$ cat src/rtl/elevator_pkg.sv
// rtl/elevator_pkg.sv - elevator controller state encodings and 7-segment digit constants
package elevator_pkg;

  typedef enum logic [1:0] {
    ST_IDLE = 2'd0,
    ST_MOVE = 2'd1,
    ST_DOOR = 2'd2
  } state_t;

  // Segment order is {g,f,e,d,c,b,a}, active high.
  localparam logic [6:0] SEG_0 = 7'b0111111;
  localparam logic [6:0] SEG_1 = 7'b0000110;
  localparam logic [6:0] SEG_2 = 7'b1011011;
  localparam logic [6:0] SEG_3 = 7'b1001111;
  localparam logic [6:0] SEG_4 = 7'b1100110;
  localparam logic [6:0] SEG_5 = 7'b1101101;
  localparam logic [6:0] SEG_6 = 7'b1111101;
  localparam logic [6:0] SEG_7 = 7'b0000111;
  localparam logic [6:0] SEG_8 = 7'b1111111;
  localparam logic [6:0] SEG_9 = 7'b1101111;
  localparam logic [6:0] SEG_A = 7'b1110111;
  localparam logic [6:0] SEG_B = 7'b1111100;
  localparam logic [6:0] SEG_C = 7'b0111001;
  localparam logic [6:0] SEG_D = 7'b1011110;
  localparam logic [6:0] SEG_E = 7'b1111001;
  localparam logic [6:0] SEG_F = 7'b1110001;

  function automatic logic [6:0] seg_digit(input logic [3:0] d);
    case (d)
      4'h0: seg_digit = SEG_0;
      4'h1: seg_digit = SEG_1;
      4'h2: seg_digit = SEG_2;
      4'h3: seg_digit = SEG_3;
      4'h4: seg_digit = SEG_4;
      4'h5: seg_digit = SEG_5;
      4'h6: seg_digit = SEG_6;
      4'h7: seg_digit = SEG_7;
      4'h8: seg_digit = SEG_8;
      4'h9: seg_digit = SEG_9;
      4'hA: seg_digit = SEG_A;
      4'hB: seg_digit = SEG_B;
      4'hC: seg_digit = SEG_C;
      4'hD: seg_digit = SEG_D;
      4'hE: seg_digit = SEG_E;
      default: seg_digit = SEG_F;
    endcase
  endfunction

endpackage

$ cat src/rtl/elevator_if.sv
// rtl/elevator_if.sv - call buttons in, car status out for the elevator controller
interface elevator_if #(parameter int FLOORS = 4);
  localparam int FLOOR_W = $clog2(FLOORS);

  logic [FLOORS-1:0]  hall_req;
  logic [FLOORS-1:0]  car_req;
  logic [FLOOR_W-1:0] floor;
  logic               dir_up;
  logic               moving;
  logic               door_open;
  logic [FLOORS-1:0]  pending;
  logic [6:0]         seg;

  modport master (
    output hall_req, car_req,
    input  floor, dir_up, moving, door_open, pending, seg
  );

  modport slave (
    input  hall_req, car_req,
    output floor, dir_up, moving, door_open, pending, seg
  );
endinterface

$ cat src/rtl/elevator_seg_decoder.sv
// rtl/elevator_seg_decoder.sv - combinational floor index to hex 7-segment digit
module seg_decoder
  import elevator_pkg::*;
#(
  parameter int FLOOR_W = 2
) (
  input  logic [FLOOR_W-1:0] digit,
  output logic [6:0]         seg
);

  always_comb seg = seg_digit(4'(digit));

endmodule

$ cat src/rtl/elevator_controller.sv
// rtl/elevator_controller.sv - single-car elevator FSM; ELEVATOR_SEG_DISPLAY_EN enables the floor digit on seg
module elevator_controller
  import elevator_pkg::*;
#(
  parameter int FLOORS      = 4,
  parameter int MOVE_CYCLES = 4,
  parameter int DOOR_CYCLES = 8
) (
  input  logic     clk,
  input  logic     reset,
  elevator_if.slave bus
);

  localparam int FLOOR_W = $clog2(FLOORS);
  localparam int TMAX    = (MOVE_CYCLES > DOOR_CYCLES) ? MOVE_CYCLES : DOOR_CYCLES;
  localparam int TW      = $clog2(TMAX + 1);
  localparam logic [TW-1:0]      MOVE_LAST = TW'(MOVE_CYCLES - 1);
  localparam logic [TW-1:0]      DOOR_LAST = TW'(DOOR_CYCLES - 1);
  localparam logic [FLOOR_W-1:0] TOP_FLOOR = FLOOR_W'(FLOORS - 1);
`ifdef ELEVATOR_SEG_DISPLAY_EN
  localparam logic [6:0] SEG_RST = SEG_0;
`else
  localparam logic [6:0] SEG_RST = 7'b0000000;
`endif

  state_t             state, state_nxt, dec_st;
  logic               dec_up, dir_nxt;
  logic [FLOOR_W-1:0] floor_nxt;
  logic [FLOORS-1:0]  req, here, pend_nxt;
  logic [TW-1:0]      timer, timer_nxt;
  logic [6:0]         seg_nxt;

  // Stop here if requested, else keep the preferred direction, else reverse, else rest.
  function automatic void decide(input logic [FLOOR_W-1:0] f, input logic [FLOORS-1:0] p,
                                 input logic up_pref, output state_t st, output logic up);
    logic above, below;
    above = 1'b0;
    below = 1'b0;
    for (int i = 0; i < FLOORS; i++) begin
      if (p[i] && i > int'(f)) above = 1'b1;
      if (p[i] && i < int'(f)) below = 1'b1;
    end
    st = ST_MOVE;
    up = up_pref;
    if (p[f])                         st = ST_DOOR;
    else if (up_pref ? above : below) up = up_pref;
    else if (up_pref ? below : above) up = !up_pref;
    else                              st = ST_IDLE;
  endfunction

  always_comb begin
    req       = bus.hall_req | bus.car_req;
    here      = '0;
    here[bus.floor] = 1'b1;
    state_nxt = state;
    floor_nxt = bus.floor;
    dir_nxt   = bus.dir_up;
    timer_nxt = timer;
    pend_nxt  = bus.pending | req;
    dec_st    = ST_IDLE;
    dec_up    = 1'b1;
    case (state)
      ST_IDLE: begin
        decide(bus.floor, bus.pending | (req & here), 1'b1, dec_st, dec_up);
        state_nxt = dec_st;
        timer_nxt = '0;
        if (dec_st == ST_MOVE) dir_nxt = dec_up;
      end
      ST_MOVE: begin
        if (timer == MOVE_LAST) begin
          timer_nxt = '0;
          if (bus.dir_up) begin
            if (bus.floor != TOP_FLOOR) floor_nxt = bus.floor + FLOOR_W'(1);
          end else if (bus.floor != '0) begin
            floor_nxt = bus.floor - FLOOR_W'(1);
          end
          decide(floor_nxt, bus.pending, bus.dir_up, dec_st, dec_up);
          state_nxt = dec_st;
          dir_nxt   = dec_up;
        end else begin
          timer_nxt = timer + TW'(1);
        end
      end
      ST_DOOR: begin
        if (req[bus.floor]) begin
          timer_nxt = '0;
        end else if (timer == DOOR_LAST) begin
          decide(bus.floor, bus.pending, bus.dir_up, dec_st, dec_up);
          state_nxt = dec_st;
          timer_nxt = '0;
          if (dec_st == ST_MOVE) dir_nxt = dec_up;
        end else begin
          timer_nxt = timer + TW'(1);
        end
      end
      default: state_nxt = ST_IDLE;
    endcase
    // The floor being served never holds a pending bit while the door is open.
    if (state_nxt == ST_DOOR) pend_nxt[floor_nxt] = 1'b0;
  end

`ifdef ELEVATOR_SEG_DISPLAY_EN
  seg_decoder #(.FLOOR_W(FLOOR_W)) u_seg_decoder (
    .digit (floor_nxt),
    .seg   (seg_nxt)
  );
`else
  assign seg_nxt = 7'b0000000;
`endif

  always_ff @(posedge clk or negedge reset) begin
    if (!reset) begin
      state         <= ST_IDLE;
      timer         <= '0;
      bus.floor     <= '0;
      bus.dir_up    <= 1'b1;
      bus.moving    <= 1'b0;
      bus.door_open <= 1'b0;
      bus.pending   <= '0;
      bus.seg       <= SEG_RST;
    end else begin
      state         <= state_nxt;
      timer         <= timer_nxt;
      bus.floor     <= floor_nxt;
      bus.dir_up    <= dir_nxt;
      bus.moving    <= (state_nxt == ST_MOVE);
      bus.door_open <= (state_nxt == ST_DOOR);
      bus.pending   <= pend_nxt;
      bus.seg       <= seg_nxt;
    end
  end

endmodule

$ cat src/flat_wrapper.sv
// flat-port wrapper written by rule: the top's interface ports become plain ports
module elevator_controller_flat import elevator_pkg::*;
#(
  parameter int FLOORS      = 4,
  parameter int MOVE_CYCLES = 4,
  parameter int DOOR_CYCLES = 8
)
  (clk, reset, bus_hall_req, bus_car_req, bus_floor, bus_dir_up, bus_moving, bus_door_open, bus_pending, bus_seg);
  elevator_if #(.FLOORS(FLOORS)) bus_i ();
  input  logic clk;
  input  logic reset;
  input wire logic [$bits(bus_i.hall_req)-1:0] bus_hall_req;
  input wire logic [$bits(bus_i.car_req)-1:0] bus_car_req;
  output wire logic [$bits(bus_i.floor)-1:0] bus_floor;
  output wire logic [$bits(bus_i.dir_up)-1:0] bus_dir_up;
  output wire logic [$bits(bus_i.moving)-1:0] bus_moving;
  output wire logic [$bits(bus_i.door_open)-1:0] bus_door_open;
  output wire logic [$bits(bus_i.pending)-1:0] bus_pending;
  output wire logic [$bits(bus_i.seg)-1:0] bus_seg;
  assign bus_i.hall_req = bus_hall_req;
  assign bus_i.car_req = bus_car_req;
  assign bus_floor = bus_i.floor;
  assign bus_dir_up = bus_i.dir_up;
  assign bus_moving = bus_i.moving;
  assign bus_door_open = bus_i.door_open;
  assign bus_pending = bus_i.pending;
  assign bus_seg = bus_i.seg;
  elevator_controller #(.FLOORS(FLOORS), .MOVE_CYCLES(MOVE_CYCLES), .DOOR_CYCLES(DOOR_CYCLES)) u_core (.clk(clk), .reset(reset), .bus(bus_i));
endmodule
$ cat config.mk
export PLATFORM = sky130hd
export DESIGN_NAME = elevator_controller_flat
export DESIGN_NICKNAME = d
export VERILOG_FILES = /design/src/rtl/elevator_pkg.sv /design/src/rtl/elevator_if.sv /design/src/rtl/elevator_seg_decoder.sv /design/src/rtl/elevator_controller.sv /design/src/flat_wrapper.sv
export SDC_FILE = /design/constraint.sdc
export NUM_CORES = 1
export LEC_CHECK = 0
export ABC_AREA = 0
export ABC_CLOCK_PERIOD_IN_PS = 2960
export CORE_ASPECT_RATIO = 0.6
export CORE_MARGIN = 3
export CORE_UTILIZATION = 40
export CTS_CLUSTER_SIZE = 28
export DETAILED_ROUTE_END_ITERATION = 7
export DONT_BUFFER_PORTS = 1
export PLACE_DENSITY = 0.61
export RECOVER_POWER = 25
export SETUP_SLACK_MARGIN = 0.5
export SLEW_MARGIN = 5
export SYNTH_ARGS = -nofsm -noshare
export SYNTH_HDL_FRONTEND = slang
export SYNTH_HIERARCHICAL = 1
export SYNTH_SLANG_ARGS = --single-unit
export TNS_END_PERCENT = 5
$ cat constraint.sdc
create_clock -name clk -period 2.96 [get_ports clk]
set_clock_uncertainty 0.1 [all_clocks]
set_input_delay 0.148 -clock clk [delete_from_list [all_inputs] [get_ports clk]]
set_output_delay 0.148 -clock clk [all_outputs]
set_load 0.05 [all_outputs]
# Word-level counts from Yosys, hierarchy flattened
# Index checks and enable logic that the tools add are counted.
# Widths: inputs -> output; s select.
[classes]
n_addsub = 3
order_cmp = 17
eq_ne = 20
n_mux = 90
bitwise_logic = 6
n_reduce_logical = 25
[op_table]
columns = ["operator", "count"]
rows = [
  ["$mux 1", 57],
  ["$mux 2", 20],
  ["$logic_and 1x1->1", 20],
  ["$mux 4", 4],
  ["$ne 2x1->1 const B", 6],
  ["$ne 2x2->1 const B", 6],
  ["$or 4x4->4", 3],
  ["$pmux 4 s3", 1],
  ["$reduce_and 12->1", 1],
  ["$lt 2x3->1 const B", 3],
  ["$and 4x4->4", 2],
  ["$bmux 1 s2", 4],
  ["$eq 2x1->1 const B", 4],
  ["$gt 2x2->1 const A", 4],
  ["$lt 1x2->1 const A", 4],
  ["$pmux 2 s3", 1],
  ["$add 4x1->4 const B", 1],
  ["$demux 1 s2", 2],
  ["$eq 2x2->1 const B", 2],
  ["$eq 4x2->1 const B", 1],
  ["$eq 4x3->1 const B", 1],
  ["$ge 2x1->1 const B", 2],
  ["$gt 1x2->1 const A", 2],
  ["$lt 2x2->1 const A", 2],
  ["8 further kinds", 8],
]
[totals]
regBits = 15
output_inout_bits = 16

# Depth between registers and ports, before layout
[logic_depth]
ltp_word = 20
depth_mapped = 8
ltp_nobuf = 7

# Worst setup path before layout
# Ideal clock, no wire load.
[synth_path]
path_type = "register -> register"
from = "reg u_core.bus.floor[1]"
to = "reg u_core.bus.dir_up"
setup_time_ps = 83
t_arrival_ps = 2175
slack_ps = 601
path_stages_with_launch = 7
synth_period_minus_slack_ps = 2359
cell_sequence = "dfrtp_1 > buf_6 > mux4_2 > and4b_1 > o21bai_1 > or2_0 > o32a_1"
[synth_between]
elab_chain_len = 18
[synth_lines]
columns = ["element", "line", "source"]
rows = [
  ["from (decl)", "elevator_if.sv:21", "output floor, dir_up, moving, door_open, pending, seg"],
  ["from (signal assigned)", "elevator_controller.sv:124", "bus.floor <= floor_nxt;"],
  ["$lt 2x3->1 (implied by the code), or another cell as far along", "elevator_controller.sv:54", "here[bus.floor] = 1'b1;"],
  ["$logic_and 1x1->1, on equally long branches", "elevator_controller.sv:54, elevator_controller.sv:40, elevator_controller.sv:41", ""],
  ["$mux 1, on equally long branches", "elevator_controller.sv:54, elevator_controller.sv:40, elevator_controller.sv:41", ""],
  ["$demux 1 s2, or another cell as far along", "--", ""],
  ["$and 4x4->4, or another cell as far along", "elevator_controller.sv:64", "decide(bus.floor, bus.pending | (req & here), 1'b1, dec_st, dec_up);"],
  ["$or 4x4->4 / $mux 1 (equally long branches)", "elevator_controller.sv:64, elevator_controller.sv:87", ""],
  ["$logic_and 1x1->1 / $mux 1 (equally long branches)", "elevator_controller.sv:41, elevator_controller.sv:85", ""],
  ["$mux 1, on equally long branches", "elevator_controller.sv:41, elevator_controller.sv:62", ""],
  ["$mux 1, on equally long branches (2 in a row)", "elevator_controller.sv:41, elevator_controller.sv:47", ""],
  ["$mux 1 / $mux 2 (equally long branches)", "elevator_controller.sv:62, elevator_controller.sv:46", ""],
  ["$mux 1 / $mux 2 (equally long branches)", "elevator_controller.sv:47, elevator_controller.sv:45", ""],
  ["$mux 2, on equally long branches", "elevator_controller.sv:46, elevator_controller.sv:87", ""],
  ["$mux 2, on equally long branches", "elevator_controller.sv:45, elevator_controller.sv:85", ""],
  ["$mux 2", "elevator_controller.sv:62", "case (state)"],
  ["$eq 2x1->1, on equally long branches", "elevator_controller.sv:67, elevator_controller.sv:91", ""],
  ["$ne 2x1->1 (no source line)", "--", ""],
  ["$reduce_and 12->1 (no source line)", "--", ""],
  ["to (signal assigned)", "elevator_controller.sv:125", "bus.dir_up <= dir_nxt;"],
  ["to (decl)", "elevator_if.sv:21", ""],
]
# Parallel ways exist; a longest one is shown, timed or not. The select of a mux whose other input is x is not followed.
# A chain may end at the register's enable or synchronous reset.

# Worst setup path after layout
[layout_path]
from = "reg u_core.bus.dir_up"
to = "reg u_core.bus.pending[1]"
[layout_between]
elab_chain_len = 18
[layout_lines]
columns = ["element", "line", "source"]
rows = [
  ["$mux 2", "elevator_controller.sv:72", "if (bus.dir_up) begin"],
  ["$mux 2", "elevator_controller.sv:70", "if (timer == MOVE_LAST) begin"],
  ["$mux 2", "elevator_controller.sv:62", ""],
  ["$gt 1x2->1 / $lt 1x2->1 (equally long branches)", "elevator_controller.sv:40, elevator_controller.sv:41", ""],
  ["$logic_and 1x1->1, on equally long branches", "elevator_controller.sv:40, elevator_controller.sv:41", ""],
  ["$mux 1, on equally long branches (3 in a row)", "elevator_controller.sv:40, elevator_controller.sv:41", ""],
  ["$mux 1", "elevator_controller.sv:70", ""],
  ["$mux 1", "elevator_controller.sv:62", ""],
  ["$mux 1 (2 in a row)", "elevator_controller.sv:47", "else if (up_pref ? below : above) up = !up_pref;"],
  ["$mux 2", "elevator_controller.sv:46", "else if (up_pref ? above : below) up = up_pref;"],
  ["$mux 2", "elevator_controller.sv:45", "if (p[f]) st = ST_DOOR;"],
  ["$mux 2", "elevator_controller.sv:70", ""],
  ["$pmux 2 s3", "elevator_controller.sv:62", ""],
  ["$eq 2x2->1", "elevator_controller.sv:99", "if (state_nxt == ST_DOOR) pend_nxt[floor_nxt] = 1'b0;"],
  ["$mux 4 (*)", "elevator_controller.sv:99", ""],
  ["named net u_core.pend_nxt[1]", "elevator_controller.sv:29", "logic [FLOORS-1:0] req, here, pend_nxt;"],
  ["to (signal assigned)", "elevator_controller.sv:128", "bus.pending <= pend_nxt;"],
  ["to (decl)", "elevator_if.sv:21", ""],
]
# The timed path passes the listed nets; every way through them passes the cells marked *. The select of a mux whose other input is x is not followed.

==> out/results.tsv <==
stage	metric	value	unit
global_route	first-pass GRT wire length	5730	microns
global_route	largest net degree at the start of global routing	19	
critical_path	reg-to-reg startpoint	u_core/bus.dir_up	
synthesis	cell taking the most area after synthesis	dfrtp_1	
pwr	Pwr Density	752	mW/mm^2
min_path	Min-Delay Path Class	primary input to flip-flop	
timing	Max-slew headroom	0.537	
route	Wirelength per Cell	17.1	microns
run_status	status	finished, final reports clean	
cells_and_area	Layout area overhead	7.41	%
clock_network	Clock Tree Buf Depth	2	
route	Detail Route Antenna Nets	0	
cells_and_area	fillcell total	285	
clock_network	clk slew on worst S/H paths	70	ps
pwr	Pleak	0.553	nW
critical_path	reg2reg path depth	6	
critical_path	setup slack, reg-to-reg	600	ps
critical_path	worst endpoint required time	2970	ps
timing	final setup margin	605	ps
timing	fmax	425	MHz
timing	max-slew violations	0	
cells_and_area	Antenna Cells	0	
critical_path	CP Launch Type	flip-flop	
global_route	total track usage	0.183	
cells_and_area	layout cells sized above 1	0.164	
global_route	met2 Track Usage GR	0.253	
placed_design	port bufs	0	
floorplanning	Die H	50.4	microns
route	vias per cell	6.02	
synthesis	sequential share of the synthesized area	0.286	
critical_path	WP buf/inv	1	
synthesis	synthesized flop and latch total	15	
critical_path	Slowest-stage cell, CP	dfstp_2	
synthesis	top_reg_cell synth	dfrtp_1	
critical_path	Reg-to-Reg End	u_core/bus.pending[1]	
synthesis	top cell type's share of synthesized area	0.266	
timing	RSZ-0062 raised after global routing	true	
synthesis	asr flop ratio synth	1.00	
critical_path	cells along the critical path	buf_4 > nor2_1 > o32ai_1 > or4b_1 > o2111a_2 > a41oi_1	
placed_design	Final Wtd Congestion	0.860	
clock_network	worst skew pair latency	250	ps
cells_and_area	final core occ	0.471	
critical_path	Worst EP arrival	2360	ps
clock_network	CTS tree	done	
global_route	most used routing layer	met1	
clock_network	TritonCTS Buffers	3	
timing	count of final hold-check violations	0	
synthesis	Mean Syn Cell Area	8.38	sq um
global_route	antenna violations before repair	0	
placed_design	placed insts	196	
critical_path	CP peak stage delay	590	ps
critical_path	WS Path Type	flip-flop to flip-flop	
route	Iteration-0 DRC Markers	192	
floorplanning	Die X	80.1	microns
synthesis	Syn Std Cell Area	0.00132	sq mm
floorplanning	I/O pin count	26	
route	first drt pass iteration count	4	
pwr	Peak VDD IR	0.321	mV
cells_and_area	Post-layout nets	175	
floorplanning	row count	15	
synthesis	Mapped Cells	157	
critical_path	Setup crit start	u_core/bus.dir_up	
min_path	Min-Delay Path Depth	2	
min_path	worst hold start	bus_hall_req[0]	
synthesis	Warnings, synthesis	6	
route	Vias	1210	
critical_path	top cell family by delay on the critical path	compound AO/OA/AOI/OAI gates	
job	max-cap viol count	0	
synthesis	number of synthesized flops with an enable pin	0	
placed_design	HPWL Detailed	2590	microns
clock_network	htree depth	1	
min_path	hold path endpoint	u_core/bus.pending[0]	
global_route	GR Overflow Total	0	
route	drt total wl	3450	microns
cells_and_area	highest-count cells in the layout ignoring fill and taps	nor2_1, o21ai_0, inv_1, nor3_1, dfrtp_1	
critical_path	CP Capture Type	flip-flop	
timing	final setup TNS	0	ps
clock_network	Setup Fix Bufs, Post-CTS	0	
global_route	GR met1 Demand/Resource	0.277	
global_route	met3 usage	0.0627	
floorplanning	Core Box Area	0.00300	sq mm
placed_design	pre-CTS WS	533	ps
timing	final setup violation count	0	
critical_path	CP max FO	9	
timing	final worst path period share	0.796	
clock_network	CTS Sinks	15	
floorplanning	Die ar.	0.00404	sq mm
route	DRC	0	
timing	Worst Tran Pin Value	693	ps
timing	Tmin final	2360	ps
synthesis	top post-synthesis cells by area	dfrtp_1, ha_1, o21ai_0	
cells_and_area	Cell Count, Final, Fillers Out	201	
clock_network	Root Buffer	clkbuf_8	
global_route	number of global-route vias before repair	1156	
cells_and_area	most common cell after layout, fill and taps aside	nor2_1	
floorplanning	Starting Density	0.438	
synthesis	post-synthesis cell type count	51	
==> metrics by stage <==
stage | hold WS, ps | area (sq um) | power (mW)
finish | 30.4 | 1410 | 1.06
global route | 37.6 | 1410 | 1.14
CTS | 28.5 | 1400 | 1.06
detailed placement | -247 | 1350 | 0.881
global placement | -247 | 1350 | 0.862
floorplan | -248 | 1340 | 0.772
==> state kept, by name, summed over array words and instances, names as in the netlist <==
signal,cells
u_core/bus.dir_up,1
u_core/bus.door_open,1
u_core/bus.floor,2
u_core/bus.moving,1
u_core/bus.pending,4
u_core/state,2
u_core/timer,4
==> report_power, final <==
| part | switching [mW] | internal (mW) | total (mW) |
|---|---|---|---|
| registers | 0.109 | 0.257 | 0.366 |
| clock network | 0.0792 | 0.0946 | 0.174 |
| logic | 0.320 | 0.204 | 0.524 |
==> area by class of cell <==
class	instances	area, sq um	area share
Clock inverter	1	7.51	0.00531
Inverter	11	41.3	0.0292
Sequential cell	15	382	0.270
Timing Repair Buffer	8	62.6	0.0442
Clock buffer	3	41.3	0.0292
Tap cell	42	52.6	0.0372
Multi-Input combinational cell	121	827	0.585
==> synthesized netlist by cell type (2+ instances only) <==
library cell  instances
a21oi_1               6
o31ai_1               2
buf_4                 7
nor3_1               10
and2_1                2
ha_1                  5
buf_2                 4
nand2_1               8
o22ai_1               2
nor2_1               15
o21a_1                2
nand2b_1              2
mux2_2                3
mux2i_1               2
nor3b_1               3
nor2b_1               4
inv_1                10
nor4_1                2
dfrtp_1              14
or4b_1                2
mux4_2                2
o21ai_0              12
clkbuf_1              4
a41oi_1               5
o32a_1                3
==> repair_timing <==
action	4_1_cts	5_1_grt
resized for setup	0	5
endpoints found under the hold margin	15	0
hold buffers	1	0
endpoints found under the setup margin	0	11
==> worst max path at each step <==
| stage | endpoint | cells past startpoint | slack, ps |
|---|---|---|---|
| 6_report | u_core/bus.pending[1] | 6 | 600 |
| 5_1_grt | u_core/bus.pending[1] | 6 | 480 |
| 4_1_cts | u_core/bus.door_open | 6 | 530 |
| 3_5_place_dp | u_core/bus.door_open | 6 | 530 |
| 3_3_place_gp | u_core/bus.door_open | 6 | 570 |
| 2_1_floorplan | u_core/bus.dir_up | 6 | 600 |
==> layer usage <==
layer  up-vias  wire length [microns]  part of all wire
met2        56                   1390              0.40
met3         0                    341             0.099
met1       573                   1720              0.50
li1        581                      -                 -
met4         0                      0                 0
met5         -                      0                 0
==> cell families (layout without fill, tap and decap cells) <==
family | after synthesis | after routing | share of synthesized area
other cells | 1 | 7 | 0.00285
fa+ha+maj | 5 | 5 | 0.0475
compound gates | 44 | 44 | 0.237
flops | 15 | 15 | 0.286
mux | 7 | 7 | 0.0751
simple gates | 58 | 58 | 0.245
buf+inv | 27 | 23 | 0.106
(Power assumes the default switching activity.)
